### config.mk
export PLATFORM = sky130hd
export DESIGN_NAME = time_keeper_flat
export DESIGN_NICKNAME = d
export VERILOG_FILES = /design/src/rtl/clock_pkg.sv /design/src/rtl/time_keeper_if.sv /design/src/rtl/time_keeper_tick_prescaler.sv /design/src/rtl/time_keeper.sv /design/src/flat_wrapper.sv
export SDC_FILE = /design/constraint.sdc
export NUM_CORES = 1
export LEC_CHECK = 0
export BUFFER_PORTS_ARGS = -buffer_cell sky130_fd_sc_hd__buf_2
export CORE_MARGIN = 1
export CORE_UTILIZATION = 50
export CTS_CLUSTER_DIAMETER = 150
export CTS_CLUSTER_SIZE = 14
export DETAILED_ROUTE_END_ITERATION = 10
export PLACE_DENSITY = 0.71
export SLEW_MARGIN = 20
export SYNTH_ARGS = -nofsm -noshare
export SYNTH_HDL_FRONTEND = slang
export SYNTH_SLANG_ARGS = --single-unit
### constraint.sdc
create_clock -name clk -period 5.8 [get_ports clk]
set_input_delay 0.87 -clock clk [delete_from_list [all_inputs] [get_ports clk]]
set_output_delay 0.87 -clock clk [all_outputs]
set_load 0.005 [all_outputs]
### src/rtl/clock_pkg.sv
// Shared time-of-day constants, FSM encoding and input normalisation helpers
// used by the setter, time keeper and display blocks.
package clock_pkg;

    localparam int HOUR_W = 5;
    localparam int MIN_W  = 6;

    localparam logic [HOUR_W-1:0] HOUR_MAX = 5'd23;
    localparam logic [MIN_W-1:0]  MIN_MAX  = 6'd59;
    localparam logic [MIN_W-1:0]  SEC_MAX  = 6'd59;

    typedef enum logic {
        RUN = 1'b0,
        SET = 1'b1
    } state_t;

    // Inputs never reach twice the limit, so one conditional subtract suffices.
    function automatic logic [HOUR_W-1:0] norm_hour(input logic [HOUR_W-1:0] h);
        return (h > HOUR_MAX) ? h - (HOUR_MAX + HOUR_W'(1)) : h;
    endfunction

    function automatic logic [MIN_W-1:0] norm_min(input logic [MIN_W-1:0] m);
        return (m > MIN_MAX) ? m - (MIN_MAX + MIN_W'(1)) : m;
    endfunction

    function automatic logic [MIN_W-1:0] norm_sec(input logic [MIN_W-1:0] s);
        return (s > SEC_MAX) ? s - (SEC_MAX + MIN_W'(1)) : s;
    endfunction

endpackage

### src/rtl/time_keeper_if.sv
// Setter-to-keeper inputs and keeper-to-display outputs bundled as one interface.
interface time_keeper_if;
    import clock_pkg::*;

    logic              set_mode;
    logic [HOUR_W-1:0] h_in;
    logic [MIN_W-1:0]  m_in;
    logic [MIN_W-1:0]  s_in;
    logic [HOUR_W-1:0] hours;
    logic [MIN_W-1:0]  minutes;
    logic [MIN_W-1:0]  seconds;
    logic              sec_tick;
    logic              day_wrap;
    logic              running;

    modport master (
        output set_mode, h_in, m_in, s_in,
        input  hours, minutes, seconds, sec_tick, day_wrap, running
    );

    modport slave (
        input  set_mode, h_in, m_in, s_in,
        output hours, minutes, seconds, sec_tick, day_wrap, running
    );

endinterface

### src/rtl/time_keeper_tick_prescaler.sv
// Free-running 0..TICK_DIV-1 cycle counter; wrap marks the last cycle of each second.
module tick_prescaler #(
    parameter int unsigned TICK_DIV = 100_000_000,
    parameter int unsigned CNT_W    = 27
) (
    input  logic clk,
    input  logic reset,
    input  logic clear,
    output logic wrap
);

    logic [CNT_W-1:0] r_cnt;
    logic [CNT_W-1:0] w_cnt_next;
    logic             w_at_max;

    assign w_at_max = (r_cnt == CNT_W'(TICK_DIV - 1));
    assign wrap     = w_at_max && !clear;

    always_comb begin
        w_cnt_next = r_cnt + CNT_W'(1);
        if (clear || w_at_max) begin
            w_cnt_next = '0;
        end
    end

    always_ff @(posedge clk or negedge reset) begin
        if (!reset) begin
            r_cnt <= '0;
        end else begin
            r_cnt <= w_cnt_next;
        end
    end

endmodule

### src/rtl/time_keeper.sv
// Time-of-day counter: follows the normalised setter values while set mode is
// active, otherwise counts seconds/minutes/hours with a 24-hour wrap.
module time_keeper
    import clock_pkg::*;
#(
    parameter int unsigned TICK_DIV = 100_000_000,
    parameter int unsigned CNT_W    = 27
) (
    input  logic         clk,
    input  logic         reset,
    time_keeper_if.slave tk
);

    logic              r_sync1;
    logic              r_sync2;
    state_t            r_state;
    state_t            w_state_next;
    logic [HOUR_W-1:0] r_hours;
    logic [MIN_W-1:0]  r_minutes;
    logic [MIN_W-1:0]  r_seconds;
    logic              r_sec_tick;
    logic              r_day_wrap;
    logic [HOUR_W-1:0] w_hours_next;
    logic [MIN_W-1:0]  w_minutes_next;
    logic [MIN_W-1:0]  w_seconds_next;
    logic              w_sec_tick_next;
    logic              w_day_wrap_next;
    logic              w_set_s;
    logic              w_load;
    logic              w_wrap;

    assign w_set_s = r_sync2;
    // Loading starts as soon as set_s rises so a coincident prescaler wrap loses.
    assign w_load  = w_set_s || (r_state == SET);

    always_ff @(posedge clk or negedge reset) begin
        if (!reset) begin
            r_sync1 <= 1'b0;
            r_sync2 <= 1'b0;
        end else begin
            r_sync1 <= tk.set_mode;
            r_sync2 <= r_sync1;
        end
    end

    tick_prescaler #(
        .TICK_DIV (TICK_DIV),
        .CNT_W    (CNT_W)
    ) u_prescaler (
        .clk   (clk),
        .reset (reset),
        .clear (w_load),
        .wrap  (w_wrap)
    );

    always_ff @(posedge clk or negedge reset) begin
        if (!reset) begin
            r_state <= RUN;
        end else begin
            r_state <= w_state_next;
        end
    end

    always_comb begin
        w_state_next = r_state;
        case (r_state)
            RUN:     if (w_set_s)  w_state_next = SET;
            SET:     if (!w_set_s) w_state_next = RUN;
            default: w_state_next = RUN;
        endcase
    end

    always_comb begin
        w_hours_next    = r_hours;
        w_minutes_next  = r_minutes;
        w_seconds_next  = r_seconds;
        w_sec_tick_next = 1'b0;
        w_day_wrap_next = 1'b0;
        if (w_load) begin
            w_hours_next   = norm_hour(tk.h_in);
            w_minutes_next = norm_min(tk.m_in);
            w_seconds_next = norm_sec(tk.s_in);
        end else if (w_wrap) begin
            w_sec_tick_next = 1'b1;
            if (r_seconds == SEC_MAX) begin
                w_seconds_next = '0;
                if (r_minutes == MIN_MAX) begin
                    w_minutes_next = '0;
                    if (r_hours == HOUR_MAX) begin
                        w_hours_next    = '0;
                        w_day_wrap_next = 1'b1;
                    end else begin
                        w_hours_next = r_hours + HOUR_W'(1);
                    end
                end else begin
                    w_minutes_next = r_minutes + MIN_W'(1);
                end
            end else begin
                w_seconds_next = r_seconds + MIN_W'(1);
            end
        end
    end

    always_ff @(posedge clk or negedge reset) begin
        if (!reset) begin
            r_hours    <= '0;
            r_minutes  <= '0;
            r_seconds  <= '0;
            r_sec_tick <= 1'b0;
            r_day_wrap <= 1'b0;
        end else begin
            r_hours    <= w_hours_next;
            r_minutes  <= w_minutes_next;
            r_seconds  <= w_seconds_next;
            r_sec_tick <= w_sec_tick_next;
            r_day_wrap <= w_day_wrap_next;
        end
    end

    assign tk.hours    = r_hours;
    assign tk.minutes  = r_minutes;
    assign tk.seconds  = r_seconds;
    assign tk.sec_tick = r_sec_tick;
    assign tk.day_wrap = r_day_wrap;
    assign tk.running  = (r_state == RUN);

endmodule

### src/flat_wrapper.sv
// flat-port wrapper written by rule: the top's interface ports become plain ports
module time_keeper_flat import clock_pkg::*;
#(
    parameter int unsigned TICK_DIV = 100_000_000,
    parameter int unsigned CNT_W    = 27
)
  (clk, reset, tk_set_mode, tk_h_in, tk_m_in, tk_s_in, tk_hours, tk_minutes, tk_seconds, tk_sec_tick, tk_day_wrap, tk_running);
  time_keeper_if tk_i ();
  input  logic clk;
  input  logic reset;
  input wire logic [$bits(tk_i.set_mode)-1:0] tk_set_mode;
  input wire logic [$bits(tk_i.h_in)-1:0] tk_h_in;
  input wire logic [$bits(tk_i.m_in)-1:0] tk_m_in;
  input wire logic [$bits(tk_i.s_in)-1:0] tk_s_in;
  output wire logic [$bits(tk_i.hours)-1:0] tk_hours;
  output wire logic [$bits(tk_i.minutes)-1:0] tk_minutes;
  output wire logic [$bits(tk_i.seconds)-1:0] tk_seconds;
  output wire logic [$bits(tk_i.sec_tick)-1:0] tk_sec_tick;
  output wire logic [$bits(tk_i.day_wrap)-1:0] tk_day_wrap;
  output wire logic [$bits(tk_i.running)-1:0] tk_running;
  assign tk_i.set_mode = tk_set_mode;
  assign tk_i.h_in = tk_h_in;
  assign tk_i.m_in = tk_m_in;
  assign tk_i.s_in = tk_s_in;
  assign tk_hours = tk_i.hours;
  assign tk_minutes = tk_i.minutes;
  assign tk_seconds = tk_i.seconds;
  assign tk_sec_tick = tk_i.sec_tick;
  assign tk_day_wrap = tk_i.day_wrap;
  assign tk_running = tk_i.running;
  time_keeper #(.TICK_DIV(TICK_DIV), .CNT_W(CNT_W)) u_core (.clk(clk), .reset(reset), .tk(tk_i));
endmodule
* Yosys cells after proc, flatten, opt, wreduce, memory -nomap -nowiden
Index checks and enable logic that the tools add are counted.
** Operators by class
- Add/subtract/negate cells :: 7
- $lt $le $gt $ge :: 3
- Equal/unequal tests :: 4
- Multiplexer cells :: 24
- Bitwise gates (word level) :: 1
- Reduce and logical (&&, ||, !) cells :: 9
** Operators by type and width (number)
- $mux 6 :: 9
- $mux 5 :: 6
- $add 27x1->27 const B :: 1
- $eq 27x27->1 const B :: 1
- $mux 27 :: 1
- $add 6x1->6 const B :: 2
- $eq 6x6->1 const B :: 2
- $gt 6x6->1 const B :: 2
- $sub 6x6->6 const B :: 2
- $mux 1 :: 8
- $reduce_bool 2->1 :: 3
- $add 5x1->5 const B :: 1
- $eq 5x5->1 const B :: 1
- $gt 5x5->1 const B :: 1
- $sub 5x5->5 const B :: 1
- $reduce_and 3->1 :: 1
- $logic_or 1x1->1 :: 2
- $reduce_and 2->1 :: 1
- $logic_and 1x1->1 :: 1
- $logic_not 1->1 :: 1
- $not 1->1 :: 1
** Storage, ports and cells
- Flip-flop bits (word level) :: 49
- Input port bits :: 20
- Logic and storage cells :: 57

* Depth between registers and ports, before layout
- Depth in word-level cells :: 6
- Depth in mapped cells :: 8

* Hierarchy
From an unflattened synthesis, not the netlist that was laid out.
** Second synthesis, totals
- Cell total of the unflattened synthesis :: 324
- Area, all modules :: 2960.3 µm²
** By module, submodules not included
- tick_prescaler :: instances 1, cells an instance 173, area an instance 1550.2 µm²
- time_keeper :: instances 1, cells an instance 151, area an instance 1410.1 µm²

* Worst setup path after synthesis
No wires, ideal clock.
- Path type :: reg2reg
- Start point :: register u_core.u_prescaler.r_cnt[0]
- End point :: register u_core.r_hours[0] (netlist: u_core.tk.hours[0])
- Setup time :: 0.082 ns
- Arrival time :: 2.330 ns
- Slack :: 3.388 ns
- Stages on the path, launching flop included :: 8
- Buffers on the path :: 1
- Period minus slack after synthesis :: 2.412 ns
- Cells stage by stage :: dfrtp_1 ha_1 nand3_2 or3_4 or4b_1 buf_2 or4_1 a31oi_1
** Between the ends
- Word-level cells in the longest chain between the ends :: 4
** Ends and longest elaborated chain
- start: declaration :: line time_keeper_tick_prescaler.sv:12 : logic [CNT_W-1:0] r_cnt;
- start signal: assignment :: line time_keeper_tick_prescaler.sv:30 : r_cnt <= w_cnt_next;
- $eq 27x27->1 :: line time_keeper_tick_prescaler.sv:16 : assign w_at_max = (r_cnt == CNT_W'(TICK_DIV - 1));
- $logic_and 1x1->1 :: line time_keeper_tick_prescaler.sv:17 : assign wrap = w_at_max && !clear;
- $reduce_bool 2->1 (no line)
- $reduce_and 3->1 (no line)
- end signal: assignment :: line time_keeper.sv:112 : r_hours <= w_hours_next;
- end: declaration :: line time_keeper.sv:18 : logic [HOUR_W-1:0] r_hours;
No other way between the ends.
A chain may end at the register's enable or synchronous reset.

* Final worst setup path
Ends and elaborated chain as after synthesis.

==> impl_metrics.toml <==
[worst_hold_path]
timing.hold.worst.class = "register to register"

[timing]
max_slew.worst_pin.slew_ps = 1060
worst_clock_skew_ps = 8.74
setup_tns_ps = 0
setup_repair_after_global_routing_missed_its_margin = "false"
slew_headroom_pct = 28.9
period_needed_ps = 2780
achievable-frequency_ghz = 0.360
max_transition_viols_final = 0
finalSetupViolCount = 0
timing_hold_violations_final = 0
hold_ws_ps = 355
post_route_clock_period_utilization_pct = 47.9

[global_route]
grt_overflow_total = 0
grt_start_max_net_pins = 50
grt_first_pass_wirelength_microns = 9320
via_count_of_the_first_global_routing_pass = 2063
global_route.usage.total_pct = 21.3
antenna_found_initial = 0

[power]
static_leakage_nw = 1.29
irDropWorstVdd_uv = 140
cellPowerDensity_nw_per_um2 = 213

[yosys]
synth-edff-count = 0
synth.yosys.seq_area_share_pct = 45.6
netlist_area_sq_um = 2690
synth.yosys.warnings = 0
proportion_of_register_bits_with_asynchronous_set_or_reset_after_synthesis_pct = 100
synth.ff_latch_count = 49
synth_fp_nets = 323
syn_inst = 293
synth.avg_cell_area_sq_um = 9.19
yosys.cell_types.count = 39
synth_top_flop_cell = "dfrtp_1"

[cts]
cts-root-buf = "clkbuf_8"
clkLatencyLatePin_ps = 300
clkSlewWorstSetupHoldPaths_ps = 90
cts_resized = 0
postCtsSetupRepairBufs = 0
htree_levels = 2
clock_path_buffers = 2
holdBufCountCts = 0
clock-sinks = 49
numCtsBuffers = 5
cts_tree = "done"

[worst_setup_path]
timing.critical_path.cells = "ha_1, nand3_2, or3_4, or4b_1, or4_1, a31oi_1"
critical-path-top-delay-family = "simple AND/OR/NAND/NOR gates"
critical_path.endpoint_type = "register"
critical_path.max_stage_delay_ps = 790
timing.reg2reg.setup_slack_ps = 3020
cp.required_ps = 6020
cp.arrival_ps = 3000
crit_buf_inv = 0
path_class = "register to register"
slowest_stage = "or4b_1"
critical_path.startpoint_type = "register"
critical_path.max_fanout = 17

[flow_run]
max_cap_viol_count = 0

[final_layout]
final_layout_size_suffix_gt1_share_pct = 15.7
syn_to_final_growth_pct = 13.0
nets = 361
fillerInstances = 499
antenna-diode-count = 0

[die]
design.die.area_sq_um = 5680
fp-row-count = 26
initial_core_util_pct = 52.4
placeableCoreArea_sq_um = 5140
fp.dieW_microns = 75.4
ioPinCount = 40
fp.dieH_microns = 75.4

[routing]
routed_wl_microns = 5580
drt-pass1-iter-count = 4
num_vias = 2232
vias_per_cell = 5.57
drt-initial-drc-count = 182
wl_per_cell_microns = 13.9
route.antenna.remaining_nets = 0
remaining_drc_errors = 0

[outcome]
outcome = "finished clean"

[placement]
detailedPlacementHpwl_microns = 3790
place.gp.congestion = 0.763
io_buffer_count = 39
cell families (layout without fill, tap and decap cells):
| kind of cell | count (synthesis) | in the layout | share of synthesized area (%) |
|---|---|---|---|
| AOI/OAI and AO/OA | 45 | 45 | 10.8 |
| buffers and inverters | 19 | 57 | 2.70 |
| adders and majority gates | 10 | 10 | 4.65 |
| and+or+nand+nor | 141 | 141 | 26.8 |
| muxes | 1 | 1 | 0.372 |
| xor gates and xnor gates | 28 | 28 | 9.11 |
| DFF | 49 | 49 | 45.6 |
path summary, 6_finish.rpt:
path | start | endpoint | cells past startpoint
max in group asynchronous | reset | u_core.tk.minutes[3]$_DFFE_PN0P_ | 2
setup reg to reg | u_core.u_prescaler.r_cnt[0]$_DFF_PN0_ | u_core.tk.hours[0]$_DFFE_PN0P_ | 6
hold reg to reg | u_core.r_sync1$_DFF_PN0_ | u_core.r_sync2$_DFF_PN0_ | 0
min in group asynchronous | reset | u_core.u_prescaler.r_cnt[3]$_DFF_PN0_ | 2
setup / recovery | u_core.u_prescaler.r_cnt[0]$_DFF_PN0_ | u_core.tk.hours[0]$_DFFE_PN0P_ | 6
hold / removal | u_core.r_sync1$_DFF_PN0_ | u_core.r_sync2$_DFF_PN0_ | 0
per-layer routing:
| metal | wire [microns] | part of all wire [%] | track usage, % |
|---|---|---|---|
| met1 | 2760 | 49 | 30.2 |
| met2 | 2590 | 46 | 34.4 |
| met3 | 189 | 3.4 | 3.17 |
| met4 | 38 | 0.68 | 5.97 |
| met5 | 0 | 0 | 0 |
synth_stat cells (all sizes together) (3+ instances only):
library cell  count  share of area [%]
nand2            21                2.9
xnor2            10                3.3
inv               8                1.1
nand3            26                5.0
and3              6                1.4
or4               4                1.1
and4              4                1.3
o211ai            3               0.84
o21ai            14                2.6
a21oi             4               0.74
nand4            10                2.3
ha               10                4.6
dfrtp            49                 46
or3               6                1.6
a31oi            12                2.8
nor2             45                6.3
clkbuf           10                1.4
nor4b             3               0.98
nor3              5               0.93
xor2             18                5.9
state kept, by name, indices dropped and copies added (netlist names):
| register | cells |
|---|---|
| u_core.r_state | 1 |
| u_core.tk.hours | 5 |
| u_core.r_sync1 | 1 |
| u_core.tk.day_wrap | 1 |
| u_core.tk.minutes | 6 |
| u_core.tk.seconds | 6 |
| u_core.u_prescaler.r_cnt | 27 |
| u_core.r_sync2 | 1 |
| u_core.tk.sec_tick | 1 |
power breakdown:
part / switching [mW] / internal [mW] / leakage (nW) / total (mW)
Sequential: 0.0151 / 0.354 / 0.636 / 0.369
Clock: 0.108 / 0.0949 / 0.0443 / 0.203
Combinational: 0.0431 / 0.0320 / 0.608 / 0.0750
Total: 0.166 / 0.481 / 1.29 / 0.647
metrics by stage:
stage | instance area [sq um] | setup slack (ps) | power (mW) | util (%) | cells
floorplan | 2690 | 3390 | 0.411 | - | 293
global placement | 2950 | 3120 | 0.449 | 57.5 | 394
detailed placement | 2950 | 3030 | 0.451 | 57.5 | 394
CTS | 3040 | 2990 | 0.654 | 59.2 | 401
global route | 3040 | 2800 | 0.680 | 59.2 | 401
finish | 3040 | 3020 | 0.647 | 59.2 | 401
cell type report:
type	instances	area (sq um)	share of cell area, %
Clock buffer	7	86.3	2.84
Inverter	8	30.0	0.988
Multi-Input combinational cell	225	1390	45.8
Sequential cell	49	1230	40.3
Tap cell	70	87.6	2.88
Timing Repair Buffer	42	218	7.16
cells in the final DEF (no fill, tap or decap), types with 5 or more instances in the layout:
master    count
dfrtp_1      49
nor2_1       45
buf_2        39
nand3_1      25
nand2_1      21
xor2_1       18
o21ai_0      14
a31oi_1      12
nand4_1      10
xnor2_1      10
ha_1         10
inv_1         8
and3_1        6
clkbuf_8      6
or3_1         5
nor3_1        5
Note: power is estimated with default switching activity, not from simulation.
